$ cat src/rtl/mem_arb.sv
// Shares the byte-wide RAM/IO port between the instruction and data caches.
// Serialises 1/2/4-byte accesses into byte transfers and returns a one-cycle done pulse.
module mem_arb #(
  parameter int               ADD_W   = 32,
  parameter int               DAT_W   = 32,
  parameter logic [ADD_W-1:0] IO_MASK = 32'h0003_0000
) (
  input  logic             clk,
  input  logic             rst,
  input  logic             en,
  input  logic             iIC_En,
  input  logic [ADD_W-1:0] iIC_Add,
  output logic             oIC_En,
  output logic [DAT_W-1:0] oIC_Dat,
  input  logic             iDC_En,
  input  logic             iDC_Rw,
  input  logic [2:0]       iDC_Len,
  input  logic [ADD_W-1:0] iDC_Add,
  input  logic [DAT_W-1:0] iDC_Dat,
  output logic             oDC_En,
  output logic [DAT_W-1:0] oDC_Dat,
  output logic             oRAM_Rw,
  output logic [ADD_W-1:0] oRAM_Add,
  output logic [7:0]       oRAM_Dat,
  input  logic [7:0]       iRAM_Dat,
  input  logic             iIO_Full,
  input  logic             iROB_Mp
);
  typedef enum logic [1:0] {IDLE, READ, WRITE} state_t;

  state_t           state_reg, state_next;
  logic             ic_pend_reg, ic_pend_next, dc_pend_reg, dc_pend_next;
  logic [ADD_W-1:0] icq_add_reg, icq_add_next, dcq_add_reg, dcq_add_next;
  logic             dcq_rw_reg, dcq_rw_next;
  logic [2:0]       dcq_len_reg, dcq_len_next;
  logic [DAT_W-1:0] dcq_dat_reg, dcq_dat_next;
  logic             owner_reg, owner_next;   // 1 = data cache
  logic [1:0]       last_reg, last_next;     // index of final byte
  logic [ADD_W-1:0] base_reg, base_next;
  logic [2:0]       cnt_reg, cnt_next;
  logic [DAT_W-1:0] store_reg, store_next, asm_reg, asm_next, asm_ins;
  logic             ic_done_reg, ic_done_next, dc_done_reg, dc_done_next;
  logic [DAT_W-1:0] ic_rdat_reg, ic_rdat_next, dc_rdat_reg, dc_rdat_next;
  logic             ram_rw_reg, ram_rw_next;
  logic [ADD_W-1:0] ram_add_reg, ram_add_next;
  logic [7:0]       ram_wdat_reg, ram_wdat_next;
  logic [7:0]       st_byte [4];

  logic             ic_pulse_ok, dc_pulse_ok, dc_pend_ok, ic_req, dc_req;
  logic [ADD_W-1:0] ic_sel_add, dc_sel_add, nxt_add;
  logic             dc_sel_rw;
  logic [2:0]       dc_sel_len, cnt_inc;
  logic [DAT_W-1:0] dc_sel_dat;

  function automatic logic is_io(input logic [ADD_W-1:0] a);
    return (a & IO_MASK) == IO_MASK;
  endfunction

  function automatic logic [1:0] len_last(input logic [2:0] len);
    case (len)
      3'd1:    return 2'd0;
      3'd2:    return 2'd1;
      default: return 2'd3;
    endcase
  endfunction

  // A flush drops fetches and loads but never a store.
  assign ic_pulse_ok = iIC_En && !ic_pend_reg && !iROB_Mp;
  assign dc_pulse_ok = iDC_En && !dc_pend_reg && !(iROB_Mp && !iDC_Rw);
  assign dc_pend_ok  = dc_pend_reg && !(iROB_Mp && !dcq_rw_reg);
  assign ic_req      = (ic_pend_reg && !iROB_Mp) || ic_pulse_ok;
  assign dc_req      = dc_pend_ok || dc_pulse_ok;
  assign ic_sel_add  = ic_pend_reg ? icq_add_reg : iIC_Add;
  assign dc_sel_add  = dc_pend_reg ? dcq_add_reg : iDC_Add;
  assign dc_sel_rw   = dc_pend_reg ? dcq_rw_reg  : iDC_Rw;
  assign dc_sel_len  = dc_pend_reg ? dcq_len_reg : iDC_Len;
  assign dc_sel_dat  = dc_pend_reg ? dcq_dat_reg : iDC_Dat;
  assign cnt_inc     = cnt_reg + 3'd1;
  assign nxt_add     = base_reg + ADD_W'(cnt_inc);

  genvar gi;
  generate
    for (gi = 0; gi < 4; gi++) begin : g_lane
      assign st_byte[gi]         = store_reg[8*gi +: 8];
      // Byte captured while the counter is k+1 belongs to address base+k.
      assign asm_ins[8*gi +: 8]  = (cnt_reg == 3'(gi + 1)) ? iRAM_Dat : asm_reg[8*gi +: 8];
    end
  endgenerate

  always_comb begin
    state_next    = state_reg;
    ic_pend_next  = ic_pend_reg;
    dc_pend_next  = dc_pend_reg;
    icq_add_next  = icq_add_reg;
    dcq_add_next  = dcq_add_reg;
    dcq_rw_next   = dcq_rw_reg;
    dcq_len_next  = dcq_len_reg;
    dcq_dat_next  = dcq_dat_reg;
    owner_next    = owner_reg;
    last_next     = last_reg;
    base_next     = base_reg;
    cnt_next      = cnt_reg;
    store_next    = store_reg;
    asm_next      = asm_reg;
    ic_done_next  = 1'b0;
    dc_done_next  = 1'b0;
    ic_rdat_next  = ic_rdat_reg;
    dc_rdat_next  = dc_rdat_reg;
    ram_rw_next   = ram_rw_reg;
    ram_add_next  = ram_add_reg;
    ram_wdat_next = ram_wdat_reg;
    if (!en) begin
      ram_rw_next = 1'b0;
    end else begin
      if (ic_pulse_ok) begin
        ic_pend_next = 1'b1;
        icq_add_next = iIC_Add;
      end else if (iROB_Mp) begin
        ic_pend_next = 1'b0;
      end
      if (dc_pulse_ok) begin
        dc_pend_next = 1'b1;
        dcq_add_next = iDC_Add;
        dcq_rw_next  = iDC_Rw;
        dcq_len_next = iDC_Len;
        dcq_dat_next = iDC_Dat;
      end else if (!dc_pend_ok) begin
        dc_pend_next = 1'b0;
      end
      case (state_reg)
        IDLE: begin
          ram_rw_next = 1'b0;
          cnt_next    = 3'd0;
          asm_next    = '0;
          if (dc_req) begin
            owner_next    = 1'b1;
            dc_pend_next  = 1'b0;
            base_next     = dc_sel_add;
            ram_add_next  = dc_sel_add;
            last_next     = len_last(dc_sel_len);
            store_next    = dc_sel_dat;
            ram_wdat_next = dc_sel_dat[7:0];
            if (dc_sel_rw) begin
              state_next  = WRITE;
              ram_rw_next = !(is_io(dc_sel_add) && iIO_Full);
            end else begin
              state_next  = READ;
            end
          end else if (ic_req) begin
            owner_next   = 1'b0;
            ic_pend_next = 1'b0;
            base_next    = ic_sel_add;
            ram_add_next = ic_sel_add;
            last_next    = 2'd3;
            state_next   = READ;
          end
        end
        READ: begin
          if (iROB_Mp) begin
            state_next = IDLE;
          end else if (cnt_reg == {1'b0, last_reg} + 3'd1) begin
            state_next = IDLE;
            if (owner_reg) begin
              dc_done_next = 1'b1;
              dc_rdat_next = asm_ins;
            end else begin
              ic_done_next = 1'b1;
              ic_rdat_next = asm_ins;
            end
          end else begin
            asm_next = asm_ins;
            cnt_next = cnt_inc;
            if (cnt_reg[1:0] != last_reg) ram_add_next = nxt_add;
          end
        end
        WRITE: begin
          // ram_rw_reg high means the current byte went out this cycle.
          if (ram_rw_reg) begin
            if (cnt_reg[1:0] == last_reg) begin
              ram_rw_next  = 1'b0;
              dc_done_next = 1'b1;
              dc_rdat_next = '0;
              state_next   = IDLE;
            end else begin
              cnt_next      = cnt_inc;
              ram_add_next  = nxt_add;
              ram_wdat_next = st_byte[cnt_inc[1:0]];
              ram_rw_next   = !(is_io(nxt_add) && iIO_Full);
            end
          end else begin
            ram_rw_next = !(is_io(ram_add_reg) && iIO_Full);
          end
        end
        default: state_next = IDLE;
      endcase
    end
  end

  always_ff @(posedge clk) begin
    if (rst) begin
      state_reg    <= IDLE;
      ic_pend_reg  <= 1'b0;
      dc_pend_reg  <= 1'b0;
      icq_add_reg  <= '0;
      dcq_add_reg  <= '0;
      dcq_rw_reg   <= 1'b0;
      dcq_len_reg  <= '0;
      dcq_dat_reg  <= '0;
      owner_reg    <= 1'b0;
      last_reg     <= '0;
      base_reg     <= '0;
      cnt_reg      <= '0;
      store_reg    <= '0;
      asm_reg      <= '0;
      ic_done_reg  <= 1'b0;
      dc_done_reg  <= 1'b0;
      ic_rdat_reg  <= '0;
      dc_rdat_reg  <= '0;
      ram_rw_reg   <= 1'b0;
      ram_add_reg  <= '0;
      ram_wdat_reg <= '0;
    end else begin
      state_reg    <= state_next;
      ic_pend_reg  <= ic_pend_next;
      dc_pend_reg  <= dc_pend_next;
      icq_add_reg  <= icq_add_next;
      dcq_add_reg  <= dcq_add_next;
      dcq_rw_reg   <= dcq_rw_next;
      dcq_len_reg  <= dcq_len_next;
      dcq_dat_reg  <= dcq_dat_next;
      owner_reg    <= owner_next;
      last_reg     <= last_next;
      base_reg     <= base_next;
      cnt_reg      <= cnt_next;
      store_reg    <= store_next;
      asm_reg      <= asm_next;
      ic_done_reg  <= ic_done_next;
      dc_done_reg  <= dc_done_next;
      ic_rdat_reg  <= ic_rdat_next;
      dc_rdat_reg  <= dc_rdat_next;
      ram_rw_reg   <= ram_rw_next;
      ram_add_reg  <= ram_add_next;
      ram_wdat_reg <= ram_wdat_next;
    end
  end

  assign oIC_En   = ic_done_reg;
  assign oIC_Dat  = ic_rdat_reg;
  assign oDC_En   = dc_done_reg;
  assign oDC_Dat  = dc_rdat_reg;
  assign oRAM_Rw  = ram_rw_reg;
  assign oRAM_Add = ram_add_reg;
  assign oRAM_Dat = ram_wdat_reg;
endmodule

$ cat config.mk
export PLATFORM = sky130hd
export DESIGN_NAME = mem_arb
export DESIGN_NICKNAME = d
export VERILOG_FILES = /design/src/rtl/mem_arb.sv
export SDC_FILE = /design/constraint.sdc
export NUM_CORES = 1
export LEC_CHECK = 0
export BUFFER_PORTS_ARGS = -buffer_cell sky130_fd_sc_hd__buf_2
export CAP_MARGIN = 10
export CORE_MARGIN = 10
export CORE_UTILIZATION = 33
export CTS_CLUSTER_DIAMETER = 150
export DETAILED_ROUTE_END_ITERATION = 10
export PLACE_DENSITY = 0.55
export SLEW_MARGIN = 20
export SYNTH_ARGS = -nofsm -noshare
export SYNTH_HDL_FRONTEND = slang
export SYNTH_SLANG_ARGS = --single-unit
$ cat constraint.sdc
create_clock -name clk -period 6.3 [get_ports clk]
set_clock_uncertainty 0.05 [all_clocks]
set_input_delay 1.26 -clock clk [delete_from_list [all_inputs] [get_ports clk]]
set_output_delay 1.26 -clock clk [all_outputs]
set_load 0.02 [all_outputs]
==> results.txt <==
The count of final setup violators is 0. The path category of the worst min-delay check is reg -> reg. The die outline height came out at 228 um.

Among all cell types in the netlist, the one instantiated most often is nand2_1. The x dimension of the die came out at 228 um. The flow ran to the end, and the final reports show no timing, DRC or antenna violations.

Yosys mapped a number of flops with a built-in enable equal to 0. The final critical path time including I/O delays and setup came out at 3.95 ns. TritonCTS built the clock tree.

For the pin with the worst max-slew slack, the measured transition is 1.08 ns. The count of pins over their slew limit came to 0. After synthesis, the share of flip-flops with an asynchronous set or reset is 0%. For this run, the top clock speed supported by timing is 253 MHz. The detailed-route vias per instance came out at 5.14. The post-synthesis cell type count is 56. The clock power share came out at 44.5%. STA classifies the critical path endpoint as a flip-flop. The cts-stage hold buffer count is 0.

The global routing usage summed across all routing layers is 17.2%. The number of warnings reported in the yosys synthesis log is 0. Setup repair after global routing left no endpoint under its margin. The global-route wire length before repair is 72400 um. The cell sitting at the root of the clock tree is a clkbuf_16. The largest total area in the synthesized netlist belongs to dfxtp_1. The power per unit of standard cell area came out at 298 nW/um^2. In this run the tightest slew margin relative to its limit is 27.6%.

Entering global routing, the biggest net connects 127 pins. The number of instances in the synthesized netlist came out at 1725. The worst setup path is launched from a flip-flop. The number of hold-slack violations in the final timing report came to 0.

Counting instances in the post-synthesis netlist gives the leading cell types as nand2_1 (388), dfxtp_1 (313), a21oi_1 (233). Among all flip-flop cells after synthesis, the most frequent one is dfxtp_1. The average wire per standard cell is 18.8 um. For this block, the via count after detailed routing is 12.7k. The area of the placeable core came out at 43000 um^2.

The largest vdd supply drop came out at 0.000259 V. The mean post-synth cell area is 8.31 um^2. The top cell type's share of synthesized area came out at 43.7%.

The synthesized area is 14300 um^2. Detailed placement finished with a half-perimeter wire length of 32200 um. The deepest level of the CTS H-tree came out at 2. At the end of routability-driven placement, the weighted congestion stood at 0.863. The initial standard-cell utilization of the core is 33.4%. Data arrives at the worst endpoint at 4.36 ns.

The critical path required time came out at 6.71 ns. The post-synthesis sequential element count came out at 313. The highest fanout seen on the critical path came out at 14. The portion of the post-synthesis area used by sequential elements came out at 43.7%. The total leakage power is 0.00626 uW. The post-CTS setup buffer count came out at 0. The internal power contribution came out at 3670 uW.

The worst-skew pair later-pin latency is 0.55 ns. Across the run, the number of max-cap violations was 0. The floorplan step defined a die boundary enclosing 52200 um^2. The count of buffers added on input and output ports is 221. The power dissipated by switching net loads is 1410 uW.

After detailed routing, the number of remaining DRC violations is 0. The CTS sink count is 313. After detailed routing, the total wire length is 46600 um. The combinational power share came out at 13.2%. Counting tap cells, the placed design contains a total of 2410 instances.

Once the clock tree was built, the resizer swapped 0 gates to a different size. The worst hold path was traced through 2 stages. The total negative setup slack is 0 ns. The number of antenna cells inserted came out at 0.

The non-filler instance count after layout came out at 2479. The row count came out at 76. The number of top-level design ports came out at 222. The total nets after synthesis is 1854.

Of the total power, the share spent switching nets is 27.8%. The post-route netlist has 17.3% of its cells at a drive strength greater than 1. The detailed router finished its first iteration with 1085 violations. From synthesis to final layout, the design area changed by 19.1%. The via count of the first global-routing pass is 12.0k. The residual antenna-violating net count after detailed routing came out at 0. Yosys attributes the largest share of cell area to dfxtp_1 (44%), mux2i_1 (12%), nand2_1 (10%). After clock tree synthesis, the clock-pin slew on the worst setup and hold paths is 0.06 ns.

The number of antenna violations at the first check in global routing is 2. The first-pass iteration count of the detailed router is 6. Buffers inserted during clock tree synthesis total 39. The final-layout fill cell count came out at 4442.

The final clock period utilization by the worst path is 62.7%. The final net count came out at 1995. The maximum buffer depth of the clock tree came out at 3. The sequential fraction of design power is 42.3%. The number of cells on the worst reg-to-reg path is 9. The worst setup path is of the reg -> reg kind.

The overall overflow remaining after global route came out at 0.
[layer usage]
metal	routed length, um	share of wire (%)	global-route usage (%)
met5	0	0	0
met4	1040	2.2	5.14
met3	2540	5.4	3.10
met2	21600	46	27.7
met1	21500	46	23.1
[layout make-up]
| cell class | count | area, um^2 | share of cell area [%] |
|---|---|---|---|
| sequential | 313 | 6270 | 36.7 |
| multi-input combinational | 1259 | 7490 | 43.8 |
| tap | 585 | 732 | 4.29 |
| clock buffer | 52 | 1080 | 6.30 |
| clock inverter | 17 | 216 | 1.27 |
| timing repair buffer | 237 | 1240 | 7.24 |
| inverter | 16 | 60.1 | 0.352 |
[logic make-up after synthesis]
family	count (synthesis)	share of synthesized area [%]
simple gates	657	20.0
compound gates	374	15.2
flops	313	43.7
fa+ha+maj	14	1.27
buf+inv	153	4.48
xor+xnor	34	2.08
mux	180	13.3
[layout by cell type (no fill, tap or decap), drive strengths merged, types with 3 or more instances in the layout]
cell / instances
a211oi: 66
a21o: 3
a21oi: 233
a311oi: 3
a31oi: 8
and2: 4
and3: 3
buf: 237
bufinv: 4
clkbuf: 52
clkinv: 10
dfxtp: 313
ha: 13
inv: 17
mux2: 4
mux2i: 168
mux4: 8
nand2: 388
nand2b: 3
nand3: 24
nand4: 15
nor2: 112
nor2b: 6
nor3: 10
nor4: 11
o211ai: 16
o21ai: 33
o31ai: 4
or3: 66
xnor2: 17
xor2: 17
[worst max-delay path: stages (launching register included)]
cell     delay [ns]
dfxtp_1        0.72
inv_1          0.21
ha_1           0.81
fa_1           0.36
a21oi_1        0.19
nor4_1         0.69
nand2_1        0.15
xnor2_1        0.18
a311o_1        0.36
a21oi_1        0.14
[worst paths after layout]
check | slack (ns) | to | start
setup / recovery | 2.35 | oRAM_Rw | cnt_reg[0]
hold / removal | 0.40 | oDC_Dat[20] | oDC_Dat[20]
hold reg to reg | 0.40 | oDC_Dat[20] | oDC_Dat[20]
setup reg to reg | 2.35 | oRAM_Rw | cnt_reg[0]
[per-stage QoR]
step / instance area [um^2] / setup slack [ns] / power (uW) / hold WS, ns / util, %
floorplan: 14300 / 3.39 / 2620 / 0.381 / -
finish: 17100 / 2.35 / 5080 / 0.397 / 39.7
detailed placement: 15800 / 2.34 / 2870 / 0.393 / 36.7
global route: 17100 / 2.00 / 5300 / 0.415 / 39.7
global placement: 15800 / 2.57 / 2860 / 0.386 / 36.7
CTS: 17100 / 2.33 / 5150 / 0.400 / 39.7
[power by group through the flow]
stage               combinational (uW)  sequential [uW]  clock [uW]
floorplan                          409             2210           0
global route                       738             2160        2390
global placement                   668             2190           0
detailed placement                 676             2190           0
CTS                                679             2150        2320
finish                             669             2150        2260
No activity file was read; power rests on OpenSTA's default activity.
